--- src/rtl/seq_scan_ctrl_if.sv ---
// Handshake and result bundle between a word producer (master) and the
// serial pattern-scan controller (slave).
interface seq_scan_ctrl_if #(
  parameter int WIDTH = 16,
  parameter int CNT_W = 5
);
  logic             start;
  logic             abort;
  logic [WIDTH-1:0] data_in;
  logic [3:0]       pattern;
  logic             busy;
  logic             done;
  logic             match;
  logic             found;
  logic [CNT_W-1:0] match_cnt;
  logic [CNT_W-1:0] first_pos;

  modport master (
    output start, abort, data_in, pattern,
    input  busy, done, match, found, match_cnt, first_pos
  );

  modport slave (
    input  start, abort, data_in, pattern,
    output busy, done, match, found, match_cnt, first_pos
  );
endinterface

--- src/rtl/seq_scan_ctrl.sv ---
// Latches a word and a 4-bit pattern, shifts the word MSB-first through a
// 4-bit detection window, and reports per-bit matches plus a final summary.
module seq_scan_ctrl #(
  parameter int WIDTH = 16,
  parameter int CNT_W = 5
) (
  input  logic          clk,
  input  logic          reset_n,
  seq_scan_ctrl_if.slave bus
);

  typedef enum logic [1:0] {IDLE, SHIFT, DONE} state_t;

  state_t           state, next_state;
  logic [WIDTH-1:0] shreg;
  logic [3:0]       pat;
  logic [2:0]       hist;
  logic [CNT_W-1:0] idx;
  logic [CNT_W-1:0] match_cnt;
  logic [CNT_W-1:0] first_pos;
  logic             found;
  logic             match;
  logic             busy;
  logic             done;

  logic             bit_in;
  logic             last_bit;
  logic             hit;
  logic             accept;

  // NOTE: every signal written here gets a default first, so no path leaves
  // it unassigned and no latch is inferred.
  always_comb begin
    bit_in     = shreg[WIDTH-1];
    last_bit   = (idx == CNT_W'(WIDTH - 1));
    hit        = (state == SHIFT) && !bus.abort && (idx >= CNT_W'(3)) &&
                 ({hist, bit_in} == pat);
    // The DONE->IDLE edge also accepts, giving one word per WIDTH+1 cycles.
    accept     = ((state == IDLE) || (state == DONE)) && bus.start && !bus.abort;
    next_state = state;
    unique case (state)
      IDLE:    if (accept) next_state = SHIFT;
      SHIFT: begin
        if (bus.abort)     next_state = IDLE;
        else if (last_bit) next_state = DONE;
      end
      DONE:    next_state = accept ? SHIFT : IDLE;
      default: next_state = IDLE;
    endcase
  end

  // NOTE: sequential state uses non-blocking assignments so every flop
  // samples pre-edge values regardless of statement order.
  always_ff @(posedge clk or negedge reset_n) begin
    if (!reset_n) state <= IDLE;
    else          state <= next_state;
  end

  always_ff @(posedge clk or negedge reset_n) begin
    if (!reset_n) begin
      shreg     <= '0;
      pat       <= '0;
      hist      <= '0;
      idx       <= '0;
      match_cnt <= '0;
      first_pos <= '0;
      found     <= 1'b0;
      match     <= 1'b0;
      busy      <= 1'b0;
      done      <= 1'b0;
    end else begin
      busy  <= (next_state == SHIFT);
      done  <= (next_state == DONE);
      match <= hit;
      if (accept) begin
        shreg     <= bus.data_in;
        pat       <= bus.pattern;
        hist      <= '0;
        idx       <= '0;
        match_cnt <= '0;
        first_pos <= '0;
        found     <= 1'b0;
      end else if ((state == SHIFT) && !bus.abort) begin
        shreg <= {shreg[WIDTH-2:0], 1'b0};
        hist  <= {hist[1:0], bit_in};
        idx   <= idx + CNT_W'(1);
        if (hit) begin
          match_cnt <= match_cnt + CNT_W'(1);
          found     <= 1'b1;
          if (!found) first_pos <= idx;
        end
      end
    end
  end

  assign bus.busy      = busy;
  assign bus.done      = done;
  assign bus.match     = match;
  assign bus.found     = found;
  assign bus.match_cnt = match_cnt;
  assign bus.first_pos = first_pos;

endmodule

--- src/flat_wrapper.sv ---
// flat-port wrapper written by rule: the top's interface ports become plain ports
module seq_scan_ctrl_flat 
#(
  parameter int WIDTH = 16,
  parameter int CNT_W = 5
)
  (clk, reset_n, bus_start, bus_abort, bus_data_in, bus_pattern, bus_busy, bus_done, bus_match, bus_found, bus_match_cnt, bus_first_pos);
  seq_scan_ctrl_if #(.WIDTH(WIDTH), .CNT_W(CNT_W)) bus_i ();
  input  logic clk;
  input  logic reset_n;
  input wire logic [$bits(bus_i.start)-1:0] bus_start;
  input wire logic [$bits(bus_i.abort)-1:0] bus_abort;
  input wire logic [$bits(bus_i.data_in)-1:0] bus_data_in;
  input wire logic [$bits(bus_i.pattern)-1:0] bus_pattern;
  output wire logic [$bits(bus_i.busy)-1:0] bus_busy;
  output wire logic [$bits(bus_i.done)-1:0] bus_done;
  output wire logic [$bits(bus_i.match)-1:0] bus_match;
  output wire logic [$bits(bus_i.found)-1:0] bus_found;
  output wire logic [$bits(bus_i.match_cnt)-1:0] bus_match_cnt;
  output wire logic [$bits(bus_i.first_pos)-1:0] bus_first_pos;
  assign bus_i.start = bus_start;
  assign bus_i.abort = bus_abort;
  assign bus_i.data_in = bus_data_in;
  assign bus_i.pattern = bus_pattern;
  assign bus_busy = bus_i.busy;
  assign bus_done = bus_i.done;
  assign bus_match = bus_i.match;
  assign bus_found = bus_i.found;
  assign bus_match_cnt = bus_i.match_cnt;
  assign bus_first_pos = bus_i.first_pos;
  seq_scan_ctrl #(.WIDTH(WIDTH), .CNT_W(CNT_W)) u_core (.clk(clk), .reset_n(reset_n), .bus(bus_i));
endmodule
--- config.mk ---
export PLATFORM = sky130hd
export DESIGN_NAME = seq_scan_ctrl_flat
export DESIGN_NICKNAME = d
export VERILOG_FILES = /design/src/rtl/seq_scan_ctrl_if.sv /design/src/rtl/seq_scan_ctrl.sv /design/src/flat_wrapper.sv
export SDC_FILE = /design/constraint.sdc
export NUM_CORES = 1
export LEC_CHECK = 0
export BUFFER_PORTS_ARGS = -buffer_cell sky130_fd_sc_hd__clkbuf_2
export CORE_MARGIN = 1.5
export CORE_UTILIZATION = 30
export DETAILED_ROUTE_END_ITERATION = 16
export PLACE_DENSITY = 0.56
export SLEW_MARGIN = 20
export SYNTH_ARGS = -nofsm -noshare
export SYNTH_HDL_FRONTEND = slang
export SYNTH_SLANG_ARGS = --single-unit
--- constraint.sdc ---
create_clock -name clk -period 1.85 [get_ports clk]
set_input_delay 0.185 -clock clk [delete_from_list [all_inputs] [get_ports clk]]
set_output_delay 0.185 -clock clk [all_outputs]
set_load 0.05 [all_outputs]
# Yosys cells after proc, flatten, opt, wreduce, memory -nomap -nowiden
# Index checks and enable logic that the tools add are counted.
# totals
reg_bits,44
inputBits,24
out_inout_bits,14
word_cells,54
# classes
addsub,2
n_lt_le_gt_ge,1
eq_ne,7
n_mux,21
reduce_logical,12
# ops
op,count
two-way mux 5 bit,9
two-way mux 16 bit,2
"adder 5 x 1 -> 5 bit, second input constant",2
two-way mux 2 bit,3
two-way mux 3 bit,2
case mux 2 bit (3 select lines),1
"== test 5 x 4 -> 1 bit, second input constant",1
"greater-or-equal comparator 5 x 2 -> 1 bit, second input constant",1
logical AND 1 bit,5
"== test 2 x 1 -> 1 bit, second input constant",2
"== test 2 bit, second input constant",2
== test 4 bit,1
two-way mux 1 bit,4
nonzero test 2 bit,2
AND reduction 3 bit,1
logical NOT 2 bit,1
"inequality test 2 bit, second input constant",1
AND reduction 2 bit,1
logical NOT 1 bit,1
logical OR 1 bit,1

# Depth between registers and ports, before layout
# logic_depth
word_depth,7
mapped_depth,6
ltp_nobuf,6

# Worst setup path after synthesis
# Ideal clock, no wire load.
# synth_path
path_type,reg-to-reg
start,register u_core.idx[0]
end,"register u_core.match_cnt[1], in the netlist u_core.bus.match_cnt[1]"
setup_time_ns,0.079
t_arrival_ns,1.761
required_time_ns,1.771
slack_ns,0.009
path_stages_with_launch,7
path_buffers,1
period_less_slack_ns,1.841
path_cell_list,dfrtp_1 -> ha_1 -> a211o_1 -> o311ai_2 -> or2_1 -> clkbuf_1 -> mux2i_1
# synth_between
elab_chain_cells,5
# synth_lines
element,line,source
"start, declared",seq_scan_ctrl.sv:18,logic [CNT_W-1:0] idx;
"start signal, assigned",seq_scan_ctrl.sv:86,idx <= idx + CNT_W'(1);
greater-or-equal comparator 5 x 2 -> 1 bit,seq_scan_ctrl.sv:36,hit = (state == SHIFT) && !bus.abort && (idx >= CNT_W'(3)) &&
logical AND 1 bit (2 in a row),seq_scan_ctrl.sv:36,
nonzero test 2 bit (no line),n/a,
AND reduction 2 bit (no line),n/a,
"end signal, assigned",seq_scan_ctrl.sv:88,match_cnt <= match_cnt + CNT_W'(1);
"end, declared",seq_scan_ctrl.sv:19,logic [CNT_W-1:0] match_cnt;
# Every way passes these cells.
# A chain may end at the register's enable or synchronous reset.

# Worst setup path in the final report
# layout_path
start,register u_core.idx[0]
end,"register u_core.match_cnt[2], in the netlist u_core.bus.match_cnt[2]"
# The elaborated chain is that of the path after synthesis.

==> flow_summary.ini <==
[logic_synthesis]
synth_nets = 225
yosysSeqAreaShare_pct = 55.9
ys.flop_type = dfrtp_1
ys_warn_count = 0
ys_types = 34
synth_seq_cells = 44
syn-cell-area_um2 = 1970
synth-edff-count = 0
async_flop_share_pct = 100
synth.avg_cell_area_um2 = 9.95
syn-instance-count = 198

[power_and_ir_drop]
swShare_pct = 26.7
peakVddDrop_uv = 438
power_switching_uw = 553
p_comb_share_pct = 16.0
p_clk_share_pct = 28.8
p_leak_uw = 0.00121
seq_power_share_pct = 55.2
pwr_density_cell_nw_per_um2 = 873
p_int_uw = 1520

[clock_network]
cts_tree = done
clk_latency_ns = 0.28
h-tree-depth = 2
clk_pin_slew_ns = 0.08
ctsLongestPathBuffers = 2
cts_num_sinks = 44
root_buffer = clkbuf_8
cts_setup_buffers = 0
cts_buffers = 5

[drt]
drc = 0
avgRoutedWirePerCell_um = 12.5
vias = 1502
viasPerCell = 4.72
drt-initial-drc-count = 60
wl_um = 3990
firstDrtPassIters = 4
ant_nets = 0

[placement]
io_buffer_count = 37
post-dp-hpwl_um = 2840
gp_congestion = 0.746
place_area_um2 = 2270
pre_cts_ws_ns = 0.0460

[global_route]
grt_start_max_net_pins = 45
antenna_found_initial = 0
grt_pass1_vias = 1489
grtUsageTotal_pct = 12.1
grt.overflow.total = 0
grt_first_pass_wirelength_um = 6900

[die]
dieArea_um2 = 7060
ios = 38
die_h_um = 84.1
rows = 29
coreArea_um2 = 6350
start_util_pct = 31.0
die_w_um = 84.1

[sta]
fmax_mhz = 567
maxSlewViolCount = 0
hold_viol = 0
relSlewSlack_pct = 63.5
finalCriticalPeriod_ns = 1.76
fin_crit_sh_pct = 95.3
setup_viol = 0
worst_clock_skew_ns = 0.0103
setup_ws_ns = 0.0876
setup_tns_ns = 0
rsz0062_at_grt = false
tightest_slew_ns = 0.547

[min_path]
hold_class = input port to flop

[critical_path]
cp.required_ns = 2.03
cp_max_fo = 6
endpoint_kind = flop
critical_path_class = flop to flop
cp.arrival_ns = 1.94
startpoint_type = flop

[layout]
fin_area_um2 = 2370
syn2layout_area_growth_pct = 20.5
insertedDiodeCount = 0
drive_above_1_share_pct = 24.1
nNetsFinal = 267

[outcome]
status = finished, final reports clean

[run]
max_cap_viol_count = 0
==> kinds of logic after synthesis <==
| logic type | count (synthesis) | synth area share, % |
|---|---|---|
| simple gates | 87 | 19.6 |
| flops | 44 | 55.9 |
| compound gates | 35 | 13.1 |
| buf+inv | 16 | 3.30 |
| mux | 7 | 3.56 |
| xor+xnor | 6 | 2.67 |
| fa+ha+maj | 3 | 1.90 |
==> stage by stage <==
step           total power, uW  util (%)  cells  hold slack [ns]
4_1_cts                   2110      37.3    318           0.0929
5_1_grt                   2200      37.4    318           0.0957
2_1_floorplan             1370         -    198           -0.111
6_report                  2070      37.4    318           0.0998
3_3_place_gp              1490      35.7    309            0.310
3_5_place_dp              1500      35.7    309            0.305
==> what timing repair did <==
action | CTS | global route
resized for setup | 0 | 2
hold buffers | 1 | 0
endpoints found under the hold margin | 36 | 0
endpoints found under the setup margin | 0 | 18
==> power by group through the flow <==
stage	Combinational, uW	Clock, uW	Sequential, uW
floorplan	198	0	1170
global route	379	660	1160
global placement	332	0	1160
CTS	338	624	1140
detailed placement	336	0	1160
finish	332	597	1140
==> flip-flops by register name (all words and copies together), names as in the netlist, 2 cells and up <==
| name | cells |
|---|---|
| u_core.pat | 4 |
| u_core.shreg | 16 |
| u_core.state | 2 |
| u_core.bus.match_cnt | 5 |
| u_core.bus.first_pos | 5 |
| u_core.hist | 3 |
| u_core.idx | 5 |
==> layout make-up <==
cell class / count / area, um2
Fill cell: 652 / 3980
Sequential cell: 44 / 1100
Multi-Input combinational cell: 138 / 817
Timing Repair Buffer: 45 / 248
Tap cell: 77 / 96.3
Clock buffer: 8 / 90.1
Inverter: 6 / 22.5
==> final timing paths <==
kind                                                    from                                   to  slack [ns]  depth (start not counted)
worst min-delay path                          bus_pattern[2]            u_core.pat[2]$_DFFE_PN0N_         0.1                          3
worst min register to register  u_core.shreg[13]$_DFFE_PN0P_         u_core.shreg[13]$_DFFE_PN0P_        0.48                          2
worst max-delay path               u_core.idx[0]$_DFFE_PN0P_  u_core.bus.match_cnt[2]$_DFFE_PN0P_        0.09                          6
max in group asynchronous                            reset_n            u_core.idx[2]$_DFFE_PN0P_        0.97                          3
min in group asynchronous                            reset_n            u_core.idx[0]$_DFFE_PN0P_        0.51                          3
worst max register to register     u_core.idx[0]$_DFFE_PN0P_  u_core.bus.match_cnt[2]$_DFFE_PN0P_        0.09                          6
==> cells in the final DEF, fill, tap and decap left out, types with 4 or more instances in the layout <==
cell       n
nand2_1   60
dfrtp_1   44
clkbuf_2  37
a22oi_1   11
nor2_1    10
mux2i_1    7
buf_4      7
inv_1      6
xnor2_1    6
clkbuf_8   6
a22o_1     5
a21oi_1    5
a31oi_1    4
==> per-layer routing <==
layer / part of all wire [%] / wire length, um / GRT usage (%) / vias up
li1: - / - / - / 755
met1: 50 / 2000 / 16.5 / 712
met5: 0 / 0 / 0 / -
met3: 4.4 / 177 / 3.36 / 2
met2: 45 / 1790 / 19.0 / 33
met4: 0.48 / 19 / 3.13 / 0
==> synth_stat cells (3+ instances only) <==
| cell type | number | area share (%) |
|---|---|---|
| nand2_1 | 60 | 11 |
| a21oi_1 | 5 | 1.3 |
| inv_1 | 6 | 1.1 |
| nor2_1 | 11 | 2.1 |
| a22o_1 | 5 | 2.2 |
| ha_1 | 3 | 1.9 |
| xnor2_1 | 6 | 2.7 |
| clkbuf_1 | 8 | 1.5 |
| a22oi_1 | 11 | 4.2 |
| mux2i_1 | 7 | 3.6 |
| a31oi_1 | 4 | 1.3 |
| dfrtp_1 | 44 | 56 |
==> critical path, stage by stage, from the launching register on <==
cell and delay, ns:
dfrtp_1 0.39, ha_1 0.23, a211o_1 0.28, o311ai_2 0.30, buf_4 0.20, a211oi_1 0.05, a31o_2 0.21
No activity file was read; power rests on OpenSTA's default activity.
